==> config.mk <==
export PLATFORM = sky130hd
export DESIGN_NAME = alu_req_arbiter
export DESIGN_NICKNAME = d
export VERILOG_FILES = /design/src/rtl/alu_req_arbiter.sv
export SDC_FILE = /design/constraint.sdc
export NUM_CORES = 1
export LEC_CHECK = 0
export BUFFER_PORTS_ARGS = -buffer_cell sky130_fd_sc_hd__buf_4
export CAP_MARGIN = 25
export CORE_UTILIZATION = 35
export CTS_BUF_LIST = sky130_fd_sc_hd__clkbuf_8
export CTS_CLUSTER_DIAMETER = 200
export DETAILED_ROUTE_END_ITERATION = 10
export GPL_ROUTABILITY_DRIVEN = 0
export PLACE_DENSITY = 0.7
export SYNTH_ARGS = -nofsm -noshare
export SYNTH_HDL_FRONTEND = slang
export SYNTH_SLANG_ARGS = --single-unit
export TNS_END_PERCENT = 30
==> constraint.sdc <==
create_clock -name clk -period 1.45 [get_ports clk]
set_input_delay 0.145 -clock clk [delete_from_list [all_inputs] [get_ports clk]]
set_output_delay 0.145 -clock clk [all_outputs]
set_load 0.05 [all_outputs]
==> src/rtl/alu_req_arbiter.sv <==
// Two-requester front end for a shared registered ALU: arbitrates, drives the ALU, waits out its latency, returns the result.
// Optional: define ALU_ARB_FIXED_PRIO_EN for fixed r0-wins tie-break (default: round-robin).
module alu_req_arbiter #(
    parameter int W       = 32,
    parameter int ALU_LAT = 1
) (
    input  logic         clk,
    input  logic         rst_n,
    input  logic         r0_valid,
    output logic         r0_ready,
    input  logic [2:0]   r0_op,
    input  logic [W-1:0] r0_a,
    input  logic [W-1:0] r0_b,
    input  logic         r1_valid,
    output logic         r1_ready,
    input  logic [2:0]   r1_op,
    input  logic [W-1:0] r1_a,
    input  logic [W-1:0] r1_b,
    output logic         rsp_valid,
    input  logic         rsp_ready,
    output logic         rsp_id,
    output logic [W-1:0] rsp_result,
    output logic         rsp_carry,
    output logic         rsp_zero,
    output logic [W-1:0] alu_data1,
    output logic [W-1:0] alu_data2,
    output logic [2:0]   alu_ctrl,
    input  logic [W-1:0] alu_out,
    input  logic         alu_carry
);

    typedef enum logic [1:0] {IDLE, EXEC, CAPT, RESP} state_t;

    localparam logic [2:0] OP_ADD  = 3'b010;
    localparam logic [2:0] OP_SUB  = 3'b110;
    localparam logic [2:0] OP_PASS = 3'b011;
    localparam int         CW      = $clog2(ALU_LAT + 1);

    state_t        state;
    state_t        state_nxt;
    logic [CW-1:0] lat_cnt;
    logic          lat_done;
    logic          grant0;
    logic          grant1;
`ifndef ALU_ARB_FIXED_PRIO_EN
    logic          last_grant;
`endif

    always_comb begin
        // NOTE: every signal written here gets a default first, so no path can leave it unassigned and infer a latch.
        grant0 = 1'b0;
        grant1 = 1'b0;
        if (r0_valid && r1_valid) begin
`ifdef ALU_ARB_FIXED_PRIO_EN
            grant0 = 1'b1;
`else
            // last_grant==1 means r1 was served last, so r0 takes the tie.
            grant0 = last_grant;
            grant1 = !last_grant;
`endif
        end else begin
            grant0 = r0_valid;
            grant1 = r1_valid;
        end
    end

    assign r0_ready = (state == IDLE) && grant0;
    assign r1_ready = (state == IDLE) && grant1;
    assign lat_done = (lat_cnt == CW'(ALU_LAT - 1));

    always_comb begin
        state_nxt = state;
        case (state)
            IDLE:    if (grant0 || grant1) state_nxt = EXEC;
            EXEC:    if (lat_done)         state_nxt = CAPT;
            CAPT:                          state_nxt = RESP;
            RESP:    if (rsp_ready)        state_nxt = IDLE;
            default:                       state_nxt = IDLE;
        endcase
    end

    always_ff @(posedge clk) begin
        // NOTE: state is updated with non-blocking assignments so every flop samples pre-edge values.
        if (!rst_n) begin
            state      <= IDLE;
            lat_cnt    <= '0;
            rsp_valid  <= 1'b0;
            rsp_id     <= 1'b0;
            rsp_result <= '0;
            rsp_carry  <= 1'b0;
            rsp_zero   <= 1'b0;
            alu_data1  <= '0;
            alu_data2  <= '0;
            alu_ctrl   <= OP_PASS;
`ifndef ALU_ARB_FIXED_PRIO_EN
            last_grant <= 1'b1;
`endif
        end else begin
            state <= state_nxt;
            case (state)
                IDLE: begin
                    if (r0_ready || r1_ready) begin
                        alu_ctrl   <= r1_ready ? r1_op : r0_op;
                        alu_data1  <= r1_ready ? r1_a  : r0_a;
                        alu_data2  <= r1_ready ? r1_b  : r0_b;
                        rsp_id     <= r1_ready;
                        lat_cnt    <= '0;
`ifndef ALU_ARB_FIXED_PRIO_EN
                        last_grant <= r1_ready;
`endif
                    end
                end
                EXEC: lat_cnt <= lat_cnt + 1'b1;
                CAPT: begin
                    rsp_result <= alu_out;
                    // Carry is only meaningful for arithmetic; logic/pass ops report 0.
                    rsp_carry  <= ((alu_ctrl == OP_ADD) || (alu_ctrl == OP_SUB)) && alu_carry;
                    rsp_zero   <= (alu_out == '0);
                    rsp_valid  <= 1'b1;
                    alu_ctrl   <= OP_PASS;
                end
                RESP: if (rsp_ready) rsp_valid <= 1'b0;
                default: ;
            endcase
        end
    end

endmodule
**Yosys cells after proc, flatten, opt, wreduce, memory -nomap -nowiden**

Index checks and enable logic that the tools add are counted.

- Add/sub/neg operators: 1
- Reductions and logical operators: 18
- Eq/ne operators: 9
- Mux-type cells: 15

Operator list:

| kind | number |
|---|---|
| 32-bit 2-to-1 mux | 2 |
| 32-bit zero test | 1 |
| 2-bit one-hot mux with 4 select lines | 1 |
| 2-bit AND reduction | 4 |
| 2-bit 2-to-1 mux | 3 |
| 3-bit 2-to-1 mux | 2 |
| 3-bit one-hot mux with 2 select lines | 1 |
| 2-bit nonzero test | 3 |
| 2-bit equality test (second input constant) | 2 |
| 1-bit logical AND | 4 |
| 1-bit 2-to-1 mux | 4 |
| 2-bit by 1-bit inequality test with 1-bit output (second input constant) | 2 |
| 2-bit inequality test (second input constant) | 2 |
| 1-bit one-hot mux with 2 select lines | 2 |
| 3-bit by 2-bit equality test with 1-bit output (second input constant) | 1 |
| 3-bit equality test (second input constant) | 1 |
| 1-bit logical OR | 3 |
| 3-bit AND reduction | 1 |
| 2-bit by 1-bit equality test with 1-bit output (second input constant) | 1 |
| 2-bit zero test | 1 |
| 1-bit adder (second input constant) | 1 |
| 1-bit zero test | 1 |

- Bits of input ports: 172
- Output and inout port bits: 105
- Bits in registers: 107

**Depth between registers and ports, before layout**

Gate-level depths: netlist of the first run.

- Depth in word-level cells: 6
- Depth in mapped cells: 8
- Gate-level depth less buffers: 6

**Worst setup path before layout of the first run**

Ideal clock, no wire load.

- Kind: reg2out
- From: register state[0]
- To: output port r0_ready
- Path buffers: 1
- Slack: -0.230 ns
- Arrival time: 1.535 ns
- Stages on the path, launching flop included: 6
- Path through: dfxtp_1 -> inv_1 -> ha_1 -> buf_4 -> nand2_1 -> a21oi_1

- Word-level cells in the longest chain between the ends: 2

Ends and longest elaborated chain:

| element | line | source |
|---|---|---|
| from (decl) | 39 | `state_t state;` |
| from (signal assigned) | 99 | `state <= state_nxt;` |
| 2-bit zero test | 67 | `assign r0_ready = (state == IDLE) && grant0;` |
| 1-bit logical AND | 67 |  |
| to (decl) | 10 | `output logic r0_ready,` |

Every way passes these cells.

**Final worst setup path of the first run**

Same ends and word-level chain as after synthesis.

==> results of run 1 <==
==> state kept, by name, indices dropped and copies added (netlist names) <==
register and flops:
alu_data2 32, alu_data1 32, state 2, rsp_carry 1, rsp_valid 1, rsp_zero 1
rsp_result 32, rsp_id 1, lat_cnt 1, last_grant 1, alu_ctrl 3
==> placed cells by master (no fill, tap or decap), drive strengths merged, types with 2 or more instances in the layout <==
cell,instances
clkinv,3
dfxtp,107
o21ai,5
a32o,2
nor2,99
nor4,6
a221o,2
nand4,4
a21oi,6
or4,2
inv,9
nor3b,2
nand2,140
clkbuf,13
mux2i,33
ha,4
buf,315
o21a,2
nand3,2
a311oi,64
dlygate4sd3,13
==> repair_timing <==
| action | in CTS | in global routing |
|---|---|---|
| setup buffers | 10 | 3 |
| gates resized for setup | 60 | 26 |
| gates cloned | 7 | 4 |
| pin swaps | 16 | 20 |
| hold buffers | 12 | 1 |
| endpoints found under the hold margin | 13 | 1 |
| setup endpoints to repair | 106 | 89 |
==> layout make-up <==
type	count	area [µm²]
Clock buffer	10	138
Clock inverter	6	56.3
Tap cell	172	215
Fill cell	1106	4690
Multi-Input combinational cell	383	2470
Sequential cell	107	2140
Timing Repair Buffer	331	2870
Inverter	8	32.5
==> path summary, 6_finish.rpt <==
kind | start | endpoint | slack, ns | cells past startpoint
setup reg to reg | state[0]$_SDFFE_PN0P_ | alu_data2[4]$_SDFFE_PN0P_ | -0.16 | 8
setup / recovery | state[0]$_SDFFE_PN0P_ | r0_ready | -0.16 | 7
hold / removal | alu_out[17] | rsp_result[17]$_SDFFE_PN0P_ | 0.02 | 3
hold reg to reg | rsp_carry$_SDFFE_PN0P_ | rsp_carry$_SDFFE_PN0P_ | 0.48 | 2
==> power groups by stage <==
stage          sequential, mW  combinational (mW)  clock [mW]
2_1_floorplan            7.54                3.37           0
3_3_place_gp             4.43                9.17           0
3_5_place_dp             4.47                9.33           0
4_1_cts                  4.43                11.1        1.91
5_1_grt                  4.54                12.1        2.04
6_report                 4.43                11.5        1.87
==> worst max-delay path: stages, from the launching register on <==
cell	delay, ns
dfxtp_2	0.33
inv_2	0.07
ha_4	0.13
buf_6	0.11
buf_6	0.10
nand2_2	0.05
a21oi_2	0.13
buf_6	0.17
==> through the flow <==
| stage | util | cell area (µm²) | std cells | power, mW |
|---|---|---|---|---|
| CTS | 0.616 | 7770 | 1012 | 17.4 |
| global route | 0.628 | 7930 | 1017 | 18.7 |
| global placement | 0.546 | 6890 | 967 | 13.6 |
| detailed placement | 0.546 | 6890 | 967 | 13.8 |
| finish | 0.628 | 7930 | 1017 | 17.8 |
| floorplan | - | 4560 | 542 | 10.9 |
==> layer usage <==
layer  global-route usage  routed length [µm]
met5                    0                   0
met4                0.127                 584
met3               0.0492                 935
met2                0.415                8510
met1                0.272                6780
==> cells by family after synthesis <==
logic type / after synthesis / share of synthesized area
multiplexers: 34 / 0.0755
AND/OR/NAND/NOR: 261 / 0.232
flip-flops: 107 / 0.473
buffers and inverters: 53 / 0.0548
AO/OA/AOI/OAI: 83 / 0.153
adder cells (fa/ha/maj): 4 / 0.0111
==> impl_metrics.py, run 1 <==
metrics = {
    "status": {
        "outcome": "finished with violations",
        "violations": "setup timing",
    },
    "pwr": {
        "power-per-cell-area_nw_per_um2": 2250,
        "leakage_nw": 3.57,
        "power_frac_comb": 0.646,
        "p_sw_mw": 8.55,
        "p_clk_frac": 0.105,
        "p_seq_frac": 0.249,
        "p_int_mw": 9.27,
        "vdd_drop_max_mv": 1.11,
        "switching_share": 0.480,
    },
    "clocking": {
        "ctsHtreeMaxLevel": 3,
        "root_buffer": "clkbuf_8",
        "cts_tree": "yes",
        "numCtsBuffers": 9,
        "cts.clk_slew.worst_paths_ns": 0.09,
        "clk_latency_ns": 0.38,
        "clock-sinks": 107,
        "clockBufferDepth": 2,
    },
    "sta": {
        "holdWs_ns": 0.0180,
        "finalWorstSetupSlack_ns": -0.165,
        "setup_violations": 75,
        "drv_slew": 0,
        "max_freq_ghz": 0.619,
        "tns_ns": -7.57,
        "finalCriticalPeriod_ns": 1.61,
        "fin_crit_sh": 1.11,
        "hold_viol": 0,
        "worst_slew_pin_slew_ns": 0.375,
        "finalClockSkew_ns": 0.00775,
        "rsz0062_at_grt": "yes",
        "slew_headroom": 0.748,
    },
    "worst_setup_path": {
        "cp_max_fo": 4,
        "start_kind": "flop",
        "cp-end-kind": "output pin",
        "worstSetupPathType": "reg2out",
        "cp.required_ns": 1.31,
        "arrival_ns": 1.47,
    },
    "grt": {
        "grt-ovfl-total": 0,
        "grt_pass1_wl_um": 24500,
        "antenna_found_initial": 0,
        "grt_max_degree": 62,
        "grt_usage": 0.237,
        "first_global_vias": 5176,
    },
    "synth": {
        "syn_inst": 542,
        "synth_ff_type": "dfxtp_1",
        "async_flop_share": 0,
        "synth.most_common_cell": "nand2_1",
        "synth.largest_area_cell": "dfxtp_1",
        "ys_types": 33,
        "synth-edff-count": 0,
        "avgSynthCellArea_um2": 8.35,
        "syn_nets": 718,
        "seq_area_frac_synth": 0.473,
        "synth.area.top_cells": "dfxtp_1, a311oi_1, nand2_1, nor2_1, mux2i_1",
        "yosys.area.top_type_share": 0.473,
        "synth_common_cells": "nand2_1, dfxtp_1, nor2_1",
        "yosysWarnings": 0,
        "synth_area_um2": 4520,
        "ys_seq_elements": 107,
    },
    "detailed_routing": {
        "drc": 0,
        "vias": 5203,
        "drt_iter0_drc": 312,
        "drt-total-wl_um": 16800,
        "antenna_left": 0,
        "wl_per_cell_um": 16.5,
        "vias_per_cell": 5.12,
        "dr.pass1.iters": 4,
    },
    "place": {
        "dp_hpwl_um": 10600,
        "port_buffers": 276,
        "pre_cts_ws_ns": -0.233,
    },
    "final_layout": {
        "area_growth_syn_to_layout_pct": 75.3,
        "antenna_cells": 0,
        "drive_gt1_frac": 0.466,
        "finalNetCount": 1016,
    },
    "floorplanning": {
        "rows": 41,
        "dieWidth_um": 116,
        "dieArea_um2": 13400,
        "die_y_um": 116,
        "core_area_um2": 12600,
        "initial_core_util": 0.359,
        "io_pins": 277,
    },
    "job": {
        "drv_cap": 0,
    },
    "hold_path": {
        "min_path_type": "in2reg",
    },
}
Power figures use the tool's default switching activity.
==> inputs of run 2 (changes only) <==
--- a/config.mk
+++ b/config.mk
@@ -13,6 +13,8 @@
 export DETAILED_ROUTE_END_ITERATION = 10
 export GPL_ROUTABILITY_DRIVEN = 0
 export PLACE_DENSITY = 0.7
+export REMOVE_ABC_BUFFERS = 1
+export SETUP_SLACK_MARGIN = 0.15
 export SYNTH_ARGS = -nofsm -noshare
 export SYNTH_HDL_FRONTEND = slang
 export SYNTH_SLANG_ARGS = --single-unit
==> impl_metrics.py, run 2 (same netlist as run 1, synthesis figures left out) <==
metrics = {
    "status": {
        "outcome": "finished with violations",
        "violations": "setup timing",
    },
    "final_layout": {
        "fill_cells": 1092,
        "regArea_um2": 2140,
        "area_growth_syn_to_layout_pct": 75.7,
        "multi_input_area_um2": 2440,
        "fin_cells": 1019,
        "drive_gt1_frac": 0.479,
        "antenna_cells": 0,
        "reg.largest.list": "alu_data1 x32, alu_data2 x32, rsp_result x32",
        "utilization": 0.630,
        "finalNetCount": 1019,
        "final_cell_mix": "buf_4, nand2_1, dfxtp_1, nor2_1, a311oi_1",
        "mostFrequentLayoutCell": "buf_4",
    },
    "sta": {
        "max_freq_ghz": 0.625,
        "finalClockSkew_ns": 0.00803,
        "rsz0062_at_grt": "yes",
        "finalWorstSetupSlack_ns": -0.149,
        "slew_headroom": 0.657,
        "setup_violations": 73,
        "tns_ns": -5.61,
        "finalCriticalPeriod_ns": 1.60,
        "hold_viol": 0,
        "worst_slew_pin_slew_ns": 0.510,
        "drv_slew": 0,
        "fin_crit_sh": 1.10,
    },
    "pwr": {
        "leakage_nw": 3.63,
        "vdd_drop_max_mv": 1.13,
        "power_mw": 18.2,
        "power-per-cell-area_nw_per_um2": 2290,
    },
    "worst_setup_path": {
        "timing.rr.start": "state[0]$_SDFFE_PN0P_",
        "cp_max_fo": 4,
        "cp.required_ns": 1.31,
        "start_kind": "flop",
        "worstSetupPathType": "reg2out",
        "rrSetupSlack_ns": -0.14,
        "arrival_ns": 1.45,
        "cp-end-kind": "output pin",
        "crit_path_start": "state[1]$_SDFFE_PN0P_",
        "critPathCapture": "r1_ready",
        "worstReg2RegEnd": "state[1]$_SDFFE_PN0P_",
        "reg2reg_depth": 7,
    },
    "clocking": {
        "root_buffer": "clkbuf_8",
        "cts_tree": "yes",
        "clk_latency_ns": 0.36,
        "numCtsBuffers": 9,
        "cts.clk_slew.worst_paths_ns": 0.10,
        "clock-sinks": 107,
        "ctsHtreeMaxLevel": 3,
        "clockBufferDepth": 2,
    },
    "place": {
        "place_inst": 975,
        "dp_hpwl_um": 11100,
        "port_buffers": 276,
    },
    "grt": {
        "antenna_found_initial": 0,
        "grt_pass1_wl_um": 24100,
        "grt_max_degree": 70,
        "grt-ovfl-total": 0,
        "grt_usage": 0.231,
        "first_global_vias": 4873,
    },
    "detailed_routing": {
        "drt_iter0_drc": 209,
        "vias": 5226,
        "antenna_left": 0,
        "vias_per_cell": 5.13,
        "drc": 0,
        "drt-total-wl_um": 17900,
        "wl_per_cell_um": 17.5,
        "dr.pass1.iters": 4,
    },
    "floorplanning": {
        "initial_core_util": 0.359,
        "dieArea_um2": 13400,
        "dieWidth_um": 116,
        "io_pins": 277,
        "die_y_um": 116,
        "core_area_um2": 12600,
        "rows": 41,
    },
    "hold_path": {
        "min_path_type": "in2reg",
    },
    "job": {
        "drv_cap": 0,
    },
}
## run 2: cell types whose count changed in the layout (fill, tap and decap cells not counted), sizes merged, moves of 2 or more
cell,previous run,this run
buf,315,325
dlygate4sd3,13,0
clkbuf,13,17
bufbuf,0,2
## run 2: metrics by stage
stage	hold WS, ns	setup slack (ns)	instance area, µm²
global placement	0.392	-0.147	6920
global route	0.0280	-0.237	7950
floorplan	0.207	-1.98	4310
finish	0.0286	-0.149	7950
detailed placement	0.404	-0.242	6920
CTS	0.0135	-0.172	7520
## run 2: layout make-up
type,instances,share of cell area
inverters,8,0.00409
well taps,172,0.0271
repair buffers,334,0.367
multi-input cells,383,0.307
clock buffers,10,0.0173
flip-flops and latches,107,0.270
clock inverters,5,0.00771
## run 2: worst max-delay path: stages, from the launching register on
cell	delay [ns]
dfxtp_2	0.35
inv_2	0.05
ha_4	0.16
buf_6	0.11
nand3_4	0.10
inv_4	0.06
buf_12	0.13
buf_12	0.14
## run 2: how the worst min path moves through the flow
stage,start,depth (start not counted),endpoint
final,alu_out[5],3,rsp_result[5]$_SDFFE_PN0P_
after detailed placement,alu_out[0],3,rsp_result[0]$_SDFFE_PN0P_
after global placement,alu_out[11],3,rsp_result[11]$_SDFFE_PN0P_
after floorplan,rst_n,1,alu_ctrl[0]$_SDFFE_PN1P_
after global routing,alu_out[23],3,rsp_result[23]$_SDFFE_PN0P_
after CTS,alu_out[6],3,rsp_result[6]$_SDFFE_PN0P_
## run 2: what timing repair did
action	4_1_cts	5_1_grt
hold buffers	0	0
setup endpoints to repair	109	101
pin swaps	8	17
resized for setup	45	34
buffers inserted	6	6
cloned	6	11
## run 2: where the power goes
| part | internal [mW] | leakage, nW | total [mW] | switching (mW) |
|---|---|---|---|---|
| clock network | 0.852 | 0.103 | 1.92 | 1.06 |
| logic | 4.79 | 2.65 | 11.9 | 7.08 |
| registers | 3.91 | 0.883 | 4.44 | 0.538 |
## run 2: per-layer routing
metal  GRT usage  vias up  routed length (µm)
met4      0.0726        0                 343
met5           0        -                   0
met2       0.432      238                9150
li1            -     2493                   -
met3      0.0659       29                1500
met1       0.251     2466                6890
